<file path="src/rtl/rng_range_sampler.sv">
// Draws LFSR samples and maps them uniformly onto 1..N by masked rejection sampling,
// presenting the result over a valid/ack handshake. Define RNG_SAMPLER_STATS_EN to build the reject counter.
module rng_range_sampler #(
  parameter int WIDTH     = 8,
  parameter int MAX_TRIES = 16
) (
  input  logic             clk,
  input  logic             start_n,
  input  logic [WIDTH-1:0] rand_in,
  input  logic [WIDTH-1:0] range,
  input  logic             req,
  input  logic             ack,
  output logic             busy,
  output logic             valid,
  output logic [WIDTH-1:0] value,
  output logic             err,
  output logic [15:0]      reject_cnt
);

  localparam int TRY_W = $clog2(MAX_TRIES + 1);

  typedef enum logic [1:0] {
    IDLE,
    SAMPLE,
    DONE
  } state_t;

  state_t           state_q, state_d;
  logic [WIDTH-1:0] n_q, n_d;
  logic [WIDTH-1:0] mask_q, mask_d;
  logic [TRY_W-1:0] tries_q, tries_d;
  logic [WIDTH-1:0] value_q, value_d;
  logic             valid_q, valid_d;
  logic             err_q, err_d;

  logic [WIDTH-1:0] sample_m;
  logic             accept;
  logic             last_try;

  // Smallest all-ones pattern covering n-1: bit i is set if any bit at or above i is set.
  function automatic logic [WIDTH-1:0] mask_for(input logic [WIDTH-1:0] n);
    logic [WIDTH-1:0] x;
    logic [WIDTH-1:0] m;
    x = n - WIDTH'(1);
    m = '0;
    for (int i = 0; i < WIDTH; i++) begin
      m[i] = |(x >> i);
    end
    return m;
  endfunction

  assign sample_m = rand_in & mask_q;
  assign accept   = (sample_m < n_q);
  assign last_try = (tries_q == TRY_W'(MAX_TRIES - 1));

  always_ff @(posedge clk or negedge start_n) begin
    // NOTE: sequential state uses non-blocking assignments so every register samples pre-edge values.
    if (!start_n) begin
      state_q <= IDLE;
    end else begin
      state_q <= state_d;
    end
  end

  always_comb begin
    // NOTE: every output of this block gets a default first, so no path can infer a latch.
    state_d = state_q;
    n_d     = n_q;
    mask_d  = mask_q;
    tries_d = tries_q;
    value_d = value_q;
    valid_d = valid_q;
    err_d   = err_q;

    case (state_q)
      IDLE: begin
        if (req) begin
          if (range != '0) begin
            n_d     = range;
            mask_d  = mask_for(range);
            tries_d = '0;
            state_d = SAMPLE;
          end else begin
            value_d = '0;
            err_d   = 1'b1;
            valid_d = 1'b1;
            state_d = DONE;
          end
        end
      end

      SAMPLE: begin
        if (accept) begin
          // m < N <= 2^WIDTH-1, so m+1 always fits in WIDTH bits.
          value_d = sample_m + WIDTH'(1);
          err_d   = 1'b0;
          valid_d = 1'b1;
          state_d = DONE;
        end else begin
          tries_d = tries_q + TRY_W'(1);
          if (last_try) begin
            value_d = '0;
            err_d   = 1'b1;
            valid_d = 1'b1;
            state_d = DONE;
          end
        end
      end

      DONE: begin
        // ack takes priority; a req arriving here is dropped, not queued.
        if (ack) begin
          value_d = '0;
          err_d   = 1'b0;
          valid_d = 1'b0;
          state_d = IDLE;
        end
      end

      default: state_d = IDLE;
    endcase
  end

  always_ff @(posedge clk or negedge start_n) begin
    if (!start_n) begin
      n_q     <= '0;
      mask_q  <= '0;
      tries_q <= '0;
      value_q <= '0;
      valid_q <= 1'b0;
      err_q   <= 1'b0;
    end else begin
      n_q     <= n_d;
      mask_q  <= mask_d;
      tries_q <= tries_d;
      value_q <= value_d;
      valid_q <= valid_d;
      err_q   <= err_d;
    end
  end

  assign busy  = (state_q == SAMPLE);
  assign valid = valid_q;
  assign value = value_q;
  assign err   = err_q;

`ifdef RNG_SAMPLER_STATS_EN
  logic        reject;
  logic [15:0] reject_cnt_q;

  assign reject = (state_q == SAMPLE) && !accept;

  always_ff @(posedge clk or negedge start_n) begin
    if (!start_n) begin
      reject_cnt_q <= '0;
    end else if (reject && (reject_cnt_q != 16'hFFFF)) begin
      reject_cnt_q <= reject_cnt_q + 16'd1;
    end
  end

  assign reject_cnt = reject_cnt_q;
`else
  assign reject_cnt = '0;
`endif

endmodule

</file>
<file path="config.mk">
export PLATFORM = sky130hd
export DESIGN_NAME = rng_range_sampler
export DESIGN_NICKNAME = d
export VERILOG_FILES = /design/src/rtl/rng_range_sampler.sv
export SDC_FILE = /design/constraint.sdc
export NUM_CORES = 1
export LEC_CHECK = 0
export ABC_AREA = 1
export CORE_AREA = 2 2 75 77
export DETAILED_ROUTE_END_ITERATION = 10
export DIE_AREA = 0 0 77 79
export DONT_BUFFER_PORTS = 1
export PLACE_DENSITY_LB_ADDON = 0.12
export SYNTH_ARGS = -nofsm -noshare
export SYNTH_HDL_FRONTEND = slang
export SYNTH_SLANG_ARGS = --single-unit
</file>
<file path="constraint.sdc">
create_clock -name clk -period 3 [get_ports clk]
set_input_delay 0.15 -clock clk [delete_from_list [all_inputs] [get_ports clk]]
set_output_delay 0.15 -clock clk [all_outputs]
set_load 0.01 [all_outputs]
</file>
After elaboration in Yosys (flattened, before gate mapping)

Cells that the tools add are included.

Logic and storage cells: 60
Output and inout bits: 27
Flip-flop bits (word level): 33
Bits of input ports: 20

Order comparisons: 1
Muxes and demuxes: 24
Reductions and logical operators: 15
Bitwise gates (word level): 1
Equal/unequal tests: 9
Add/sub/neg operators: 3

Operators with widths:

| kind                  | count |
|---|---|
| $mux W8               | 5 |
| $pmux W8 S3           | 1 |
| $mux W5               | 3 |
| $mux W2               | 5 |
| $ne A2 B2 Y1 const B  | 5 |
| $pmux W5 S2           | 1 |
| $add A8 B1 Y8 const B | 1 |
| $and A8 B8 Y8         | 1 |
| $lt A8 B8 Y1          | 1 |
| $reduce_bool A8 Y1    | 1 |
| $reduce_or A8 Y1      | 1 |
| $sub A8 B1 Y8 const B | 1 |
| $reduce_or A7 Y1      | 1 |
| $mux W1               | 6 |
| $pmux W1 S3           | 2 |
| $pmux W2 S3           | 1 |
| $reduce_and A3 Y1     | 2 |
| $reduce_or A6 Y1      | 1 |
| $add A5 B1 Y5 const B | 1 |
| $eq A5 B4 Y1 const B  | 1 |
| $reduce_and A5 Y1     | 1 |
| $reduce_or A5 Y1      | 1 |
| $reduce_and A4 Y1     | 1 |
| $reduce_or A4 Y1      | 1 |
| other kinds (8)       | 8 |

Longest topological paths before layout

Gate-level depths: netlist of run 1.

Word-level depth: 4
Depth in mapped cells: 13
Mapped depth without buffers: 13

Worst setup path before layout of run 1

Ideal clock, no wire load.

Path kind: register -> register
Start point: register mask_q[5]
End point: register err_q, in the netlist err
Clock period less this slack: 1.640 ns
Library setup time: 0.118 ns
Path slack: 1.360 ns
Arrival: 1.522 ns
Path buffers: 0
Data required time: 2.882 ns
Cell stages (with the launch flop): 11
Cells stage by stage: dfrtp_1 -> nand2_1 -> inv_1 -> ha_1 -> a21oi_1 -> o21a_1 -> nand2_1 -> nand2_1 -> nand4_4 -> nand2_1 -> nand2_1

Cells in the longest elaborated chain, start to end: 4
Elaborated cells on any way between the ends: 6
Classes of those cells: order compare: 1; eq/ne: 1; mux: 2; bitwise: 1; reduce/logical: 1

RTL lines:

| what                                                              | line | source |
|---|---|---|
| start, declared                                                   | 30   | `logic [WIDTH-1:0] mask_q, mask_d;` |
| start signal, assigned                                            | 134  | `mask_q <= mask_d;` |
| $and A8 B8 Y8 (*)                                                 | 52   | `assign sample_m = rand_in & mask_q;` |
| $lt A8 B8 Y1 (*)                                                  | 53   | `assign accept = (sample_m < n_q);` |
| $ne A3 B1 Y1 (no line) / $mux W1 (equally long branches)          | --   |  |
| $reduce_and A5 Y1 (no line) / $pmux W1 S3 (equally long branches) | --   |  |
| end signal, assigned                                              | 138  | `err_q <= err_d;` |
| end, declared                                                     | 34   | `logic err_q, err_d;` |

Every way passes the cells marked *; elsewhere a longest branch is shown, timed or not.
A chain may end at the register's enable or synchronous reset.

Worst setup path in the final report of run 1

Same ends and word-level chain as after synthesis.

==> reports/metrics.yaml, run 1 <==
multi_input_area_um2: 1092
path_buf_inv: 1
total_power_mw: 1.887
arrival_ns: 2.05
fp.dieH_um: 79
firstDrtPassIters: 4
critPathKind: "reg2reg"
grt_first_pass_wirelength_um: 7320
layout_commonest_cell: "nand2_1"
r2r-end: "err"
stdcell_area_um2: 2318
core_um2: 5338
reg2reg_from: "mask_q[5]"
synth-seq-area-share_pct: 38.66
routed_wl_um: 4136
rrSetupSlack_ns: 1.13
min_period_over_period_pct: 62.28
synth.distinct_cells: 29
min_path_cells: 2
critPathTopFamily: "simple AND/OR/NAND/NOR gates"
crit_path_start_kind: "register"
ir_drop_v: 0.0002231
netlist_area_um2: 2136
numCtsBuffers: 5
syn_inst: 270
min_from: "range[7]"
path_common_cell: "nand2_1"
area_growth_syn_to_layout_pct: 8.553
timing.hold.ws_ns: 0.01499
ios: 47
final_cell_mix: "nand2_1, dfrtp_1, inv_1"
power_density_nw_per_um2: 814.1
regArea_um2: 825.8
synth-edff-count: 0
grt_pass1_vias: 1562
rsz0062_at_grt: "no"
initial_core_util_pct: 40.01
slowest_stage: "dfrtp_1"
crit_path_start: "mask_q[5]"
hold_path.class: "in2reg"
finalHoldViolCount: 0
max_clock_freq_ghz: 0.5352
drcViolationCount: 0
postCtsSetupBuffers: 0
finClkSkew_ns: 0.004634
clock_latency_ns: 0.29
placedCellCount: 338
grt_max_degree: 34
synthArstFlopShare_pct: 100.0
ys_seq_elements: 33
gr-usage-all-layers_pct: 15.30
n_antenna_cell: 0
status: "completed"
die_width_um: 77
p_leak_nw: 1.210
required_ns: 3.18
dpl-instance-area_um2: 2132
wl_per_cell_um: 11.68
cts_max_level: 2
fill_cells: 571
hpwl_um: 3215
finalSetupTns_ns: 0
hold_buffers: 9
rows: 27
crit_fanout: 10
portBuffers: 0
antenna_left: 0
gp_congestion: 0.8144
drv_cap: 0
nets: 314
cts.sinks: 33
pre_cts_ws_ns: 1.123
end_kind: "register"
fin_cells: 354
drtIter0Drc: 63
die-area_um2: 6083
clockRootBuffer: "clkbuf_8"
finalWorstSetupSlack_ns: 1.131
synthFlopType: "dfrtp_1"
final_layout_size_suffix_gt1_share_pct: 11.35
clock_path_buffers: 2
min_to: "n_q[7]"
viasPerCell: 4.528
tritoncts: "done"
rr_worst_depth: 10
path_clk_slew_ns: 0.06
cts_resized: 0
maxSlewViolCount: 0
ys_warn_count: 0
setup_viol: 0
fin_util_pct: 43.44
vias: 1603
min_period_ns: 1.869
antenna_found_initial: 0
max_stage_delay_ns: 0.38
syn_avg_cell_area_um2: 7.910
crit_chain: "nand2_1, inv_1, ha_1, a21oi_1, o21a_1, nand2_1, nand2_1, nand4_4, nand2_1, nand2_1"
grt-ovfl-total: 0
[logic make-up after synthesis]
family | count (synthesis) | synth area share (%)
flops | 33 | 38.66
xor+xnor | 9 | 4.394
buf+inv | 52 | 12.83
compound gates | 25 | 6.327
simple gates | 138 | 30.58
other cells | 1 | 0.1756
fa+ha+maj | 12 | 7.030
[synthesized netlist by cell type, types with 2 or more instances]
| master | n | share of area [%] |
|---|---|---|
| xor2_2 | 2 | 1.5 |
| buf_4 | 17 | 6.0 |
| nor2_4 | 4 | 2.1 |
| inv_2 | 4 | 0.70 |
| inv_1 | 29 | 5.1 |
| ha_1 | 12 | 7.0 |
| a21oi_1 | 5 | 1.2 |
| o21ai_0 | 4 | 0.94 |
| nand4_1 | 4 | 1.2 |
| nor2_1 | 11 | 1.9 |
| nand3_1 | 16 | 3.7 |
| buf_6 | 2 | 1.1 |
| o21ai_1 | 12 | 2.8 |
| o21a_1 | 2 | 0.70 |
| nand2_1 | 89 | 16 |
| nand4_2 | 2 | 1.2 |
| dfrtp_1 | 33 | 39 |
| nand2_2 | 4 | 1.2 |
| xor2_1 | 6 | 2.5 |
| or2_2 | 2 | 0.59 |
| nor2_2 | 2 | 0.59 |
[where the power goes]
part           leakage (nW)  total, mW  internal (mW)  switching [mW]
Clock                0.0443      0.338          0.182           0.156
Sequential            0.413      0.751          0.624           0.127
Combinational         0.753      0.799          0.273           0.526
Total                  1.21       1.89           1.08           0.809
[worst max-delay path by stage]
stage | endpoint | slack (ns) | cells past startpoint
floorplan | err | 1.36 | 10
global placement | err | 1.16 | 10
detailed placement | err | 1.12 | 10
global route | valid | 0.91 | 10
finish | err | 1.13 | 10
CTS | err | 1.11 | 10
[layout make-up]
type	instances	share of cell area (%)
clock buffer	7	3.724
inverter	33	5.343
multi-input combinational	200	47.11
sequential	33	35.62
tap	72	3.886
timing repair buffer	9	4.317
[flip-flops by register name, summed over array words and instances (netlist names)]
signal / count
err: 1
value: 8
state_q: 2
n_q: 8
tries_q: 5
mask_q: 8
valid: 1
[layer usage]
metal	GRT usage, %	up-vias	wire (um)
li1	-	843	-
met1	18.65	717	1907
met5	0	-	0
met4	5.536	0	66
met3	4.545	6	176
met2	25.79	37	1984
Power figures use the tool's default switching activity.
==> run 2, diff against run 1 <==
Clock period 3 ns to 1.8 ns, I/O delays scaled along.
==> run 2 against run 1 <==
Effect of this change:
- clock-buffer cell count did not move
- total power rose by 88%
- global-route usage rose by 0.71 points
- final cell count rose by 3.4%
- worst hold slack improved by 0.028 ns
- critical path depth rose by 1
- sequential cell count did not move
- utilization rose by 3.5 points
- final area rose by 8.1%
- sequential power rose by 68%
- critical endpoint unchanged
==> reports/metrics.yaml, run 2 (same netlist as run 1, synthesis figures left out) <==
routed_wl_um: 4480
numCtsBuffers: 5
hold_path.class: "in2reg"
die-area_um2: 6083
rrSetupSlack_ns: 0.09
n_antenna_cell: 0
wl_per_cell_um: 12.24
min_path_cells: 2
status: "completed"
die_width_um: 77
final_layout_size_suffix_gt1_share_pct: 21.77
drv_cap: 0
crit_path_start_kind: "register"
critPathTopFamily: "simple AND/OR/NAND/NOR gates"
grt_max_degree: 34
clock_path_buffers: 2
gr-usage-all-layers_pct: 16.01
fp.dieH_um: 79
placedCellCount: 346
rr_worst_depth: 11
firstDrtPassIters: 4
min_period_over_period_pct: 94.91
vias: 1677
hpwl_um: 3362
max_clock_freq_ghz: 0.5853
required_ns: 2.03
route.met2.wl_um: 2202
area_growth_syn_to_layout_pct: 17.40
finClkSkew_ns: 0.003821
finalWorstSetupSlack_ns: 0.09154
layout_commonest_cell: "nand2_1"
portBuffers: 0
power_density_nw_per_um2: 1412
crit_path_start: "mask_q[7]"
maxSlewViolCount: 0
slowest_stage: "dfrtp_1"
crit_fanout: 3
min_period_ns: 1.708
grt-ovfl-total: 0
wl_met3_um: 175
fin_cells: 366
finalHoldViolCount: 0
arrival_ns: 1.94
crit_chain: "nand2_1, inv_1, ha_4, nand2_1, o21a_1, nand2_2, buf_4, nand2_2, nand2_1, nand4_1, nand2_1"
top_layer_used: "met4"
grt_pass1_vias: 1637
path_clk_slew_ns: 0.07
antenna_left: 0
path_buf_inv: 2
ios: 47
tritoncts: "done"
pre_cts_ws_ns: 0.01380
nets: 326
antenna_found_initial: 0
path_common_cell: "nand2_1"
max_stage_delay_ns: 0.38
gp_congestion: 0.8014
min_to: "n_q[0]"
end_kind: "register"
min_from: "range[0]"
clock_latency_ns: 0.29
core_um2: 5338
initial_core_util_pct: 40.01
clockRootBuffer: "clkbuf_8"
rows: 27
reg2reg_from: "mask_q[7]"
setup_viol: 0
drcViolationCount: 0
ir_drop_v: 0.0004306
final_cell_mix: "nand2_1, dfrtp_1, inv_1"
p_leak_nw: 1.273
viasPerCell: 4.582
critPathKind: "reg2reg"
wl_met1_um: 2030
stdcell_area_um2: 2507
grt_first_pass_wirelength_um: 7659
dpl-instance-area_um2: 2192
r2r-end: "err"
cts.sinks: 33
cts_max_level: 2
drtIter0Drc: 51
## run 2: area by class of cell
cell class | count | area [um^2]
Fill cell | 585 | 2830
Sequential cell | 33 | 825.8
Clock buffer | 7 | 86.33
Tap cell | 72 | 90.09
Multi-Input combinational cell | 201 | 1196
Inverter | 33 | 123.9
Timing Repair Buffer | 20 | 185.2
## run 2: timing repair
item	CTS	global route
hold buffers	10	0
setup buffers	0	2
setup endpoints to repair	8	15
resized for setup	1	22
pin swaps	0	4
gates cloned	1	0
endpoints found under the hold margin	41	0
## run 2: metal layers
| metal | vias to the layer above | GRT usage, % |
|---|---|---|
| met5 | - | 0 |
| met4 | 0 | 5.357 |
| met3 | 6 | 3.636 |
| met2 | 34 | 27.98 |
| met1 | 764 | 19.57 |
| li1 | 873 | - |
## run 2: power breakdown
part | switching [mW] | leakage, nW | total (mW) | internal [mW]
clock network | 0.263 | 0.0443 | 0.566 | 0.303
registers | 0.216 | 0.413 | 1.26 | 1.04
logic | 1.06 | 0.816 | 1.72 | 0.659
total | 1.54 | 1.27 | 3.54 | 2.00
## run 2: worst max path at each step
| stage | to | slack (ns) | cells after the start |
|---|---|---|---|
| finish | err | 0.09 | 11 |
| global placement | err | 0.04 | 10 |
| detailed placement | err | 0.01 | 10 |
| floorplan | err | 0.16 | 10 |
| CTS | err | 0.02 | 11 |
| global route | err | -0.03 | 11 |
## run 2: stage by stage
stage	power, mW	setup TNS, ns	utilization, %	hold WS, ns
after global placement	2.658	0	41.07	-0.2044
after global routing	3.891	-0.1141	46.98	0.06711
final	3.540	0	46.98	0.04265
after detailed placement	2.684	0	41.07	-0.2044
after floorplan	2.346	0	-	-0.2056
after CTS	3.345	0	45.03	0.04270
==> run 3, diff against run 2 <==
Settings changed: RECOVER_POWER set to 100.
==> run 3 against run 2 <==
Effect of this change:
- final cell count is the same
- non-clock buffer count unchanged
- via count barely moved
- critical path depth is the same
- clock-buffer cell count unchanged
- register-to-register slack about the same
- critical path type unchanged
- critical endpoint unchanged
- largest cell class unchanged
==> reports/metrics.yaml, run 3 (same netlist as run 1, synthesis figures left out) <==
regArea_um2: 825.8
total_power_mw: 3.529
p_int_mw: 1.993
clockRootBuffer: "clkbuf_8"
min_period_ns: 1.709
portBuffers: 0
initial_core_util_pct: 40.01
fill_cells: 587
clock_latency_ns: 0.29
clockPowerShare_pct: 16.0
crit_path_start_kind: "register"
stdcell_area_um2: 2490
dpl-instance-area_um2: 2192
ios: 47
routed_wl_um: 4483
core_um2: 5338
ir_drop_v: 0.0004306
min_path_cells: 2
final_layout_size_suffix_gt1_share_pct: 21.77
switching_share_pct: 43.53
finalHoldViolCount: 0
layout_commonest_cell: "nand2_1"
nets: 326
fin_cells: 366
power_frac_comb_pct: 48.4
finClkSkew_ns: 0.003865
die-area_um2: 6083
hold_path.class: "in2reg"
r2r-end: "err"
finalWorstSetupSlack_ns: 0.09150
antenna_left: 0
reg2reg_from: "mask_q[7]"
power_density_nw_per_um2: 1417
power.switching_mw: 1.536
status: "completed"
viasPerCell: 4.585
critPathKind: "reg2reg"
gp_congestion: 0.8014
wl_per_cell_um: 12.25
drcViolationCount: 0
rrSetupSlack_ns: 0.09
setup_viol: 0
n_antenna_cell: 0
antenna_found_initial: 0
tightest_slew_ns: 0.8305
min_from: "range[0]"
cts_max_level: 2
maxSlewViolCount: 0
required_ns: 2.03
tritoncts: "done"
fp.dieH_um: 79
path_clk_slew_ns: 0.07
min_period_over_period_pct: 94.92
min_to: "n_q[0]"
crit_fanout: 3
drtIter0Drc: 50
grt_first_pass_wirelength_um: 7659
area_growth_syn_to_layout_pct: 16.58
rows: 27
grt-ovfl-total: 0
vias: 1678
drv_cap: 0
maxSlewHeadroom_pct: 44.64
max_clock_freq_ghz: 0.5853
arrival_ns: 1.94
end_kind: "register"
cts.sinks: 33
seq_power_share_pct: 35.6
gr-usage-all-layers_pct: 16.01
die_width_um: 77
firstDrtPassIters: 4
final_cell_mix: "nand2_1, dfrtp_1, inv_1"
rr_worst_depth: 11
grt_pass1_vias: 1637
numCtsBuffers: 5
pre_cts_ws_ns: 0.01380
grt_max_degree: 34
hpwl_um: 3362
placedCellCount: 346
multi_input_area_um2: 1196
clock_path_buffers: 2
p_leak_nw: 1.267
[run 3: worst max path at each step]
stage                   start   to  slack (ns)  cells after the start
global placement    mask_q[7]  err        0.04                     10
detailed placement  mask_q[7]  err        0.01                     10
finish              mask_q[7]  err        0.09                     11
floorplan           mask_q[5]  err        0.16                     10
global route        mask_q[7]  err       -0.03                     11
CTS                 mask_q[7]  err        0.02                     11
[run 3: final cells by class]
cell class | count | share of cell area, %
Sequential cell | 33 | 33.17
Inverter | 33 | 4.975
Multi-Input combinational cell | 201 | 48.04
Timing Repair Buffer | 20 | 6.734
Clock buffer | 7 | 3.467
Tap cell | 72 | 3.618
[run 3: stage by stage]
stage | setup TNS [ns] | utilization [%] | hold WS (ns)
finish | 0 | 46.65 | 0.04262
global route | -0.1141 | 46.65 | 0.06711
CTS | 0 | 45.03 | 0.04270
detailed placement | 0 | 41.07 | -0.2044
global placement | 0 | 41.07 | -0.2044
floorplan | 0 | - | -0.2056
[run 3: timing repair]
item,CTS,global route
gates resized for setup,1,22
setup buffers,0,2
endpoints found under the hold margin,41,0
endpoints found under the setup margin,8,15
cloned,1,0
hold buffers,10,0
pin swaps,0,4
[run 3: critical path: stages (launching register included)]
cell and delay [ns]:
dfrtp_1 0.38, nand2_1 0.06, inv_1 0.10, ha_4 0.29, nand2_1 0.08, o21a_1 0.21
nand2_2 0.11, buf_4 0.15, nand2_2 0.05, nand2_1 0.07, nand4_1 0.09, nand2_1 0.07
[run 3: routing by layer]
layer	global-route usage [%]	wire, um	up-vias
li1	-	-	873
met5	0	0	-
met1	19.57	2037	765
met3	3.636	171	6
met4	5.357	72	0
met2	27.98	2201	34
[run 3: power by group through the flow]
stage | clock, mW | sequential (mW) | combinational [mW]
6_report | 0.566 | 1.26 | 1.71
2_1_floorplan | 0 | 1.22 | 1.13
4_1_cts | 0.583 | 1.25 | 1.51
5_1_grt | 0.613 | 1.30 | 1.97
3_5_place_dp | 0 | 1.27 | 1.42
3_3_place_gp | 0 | 1.26 | 1.39
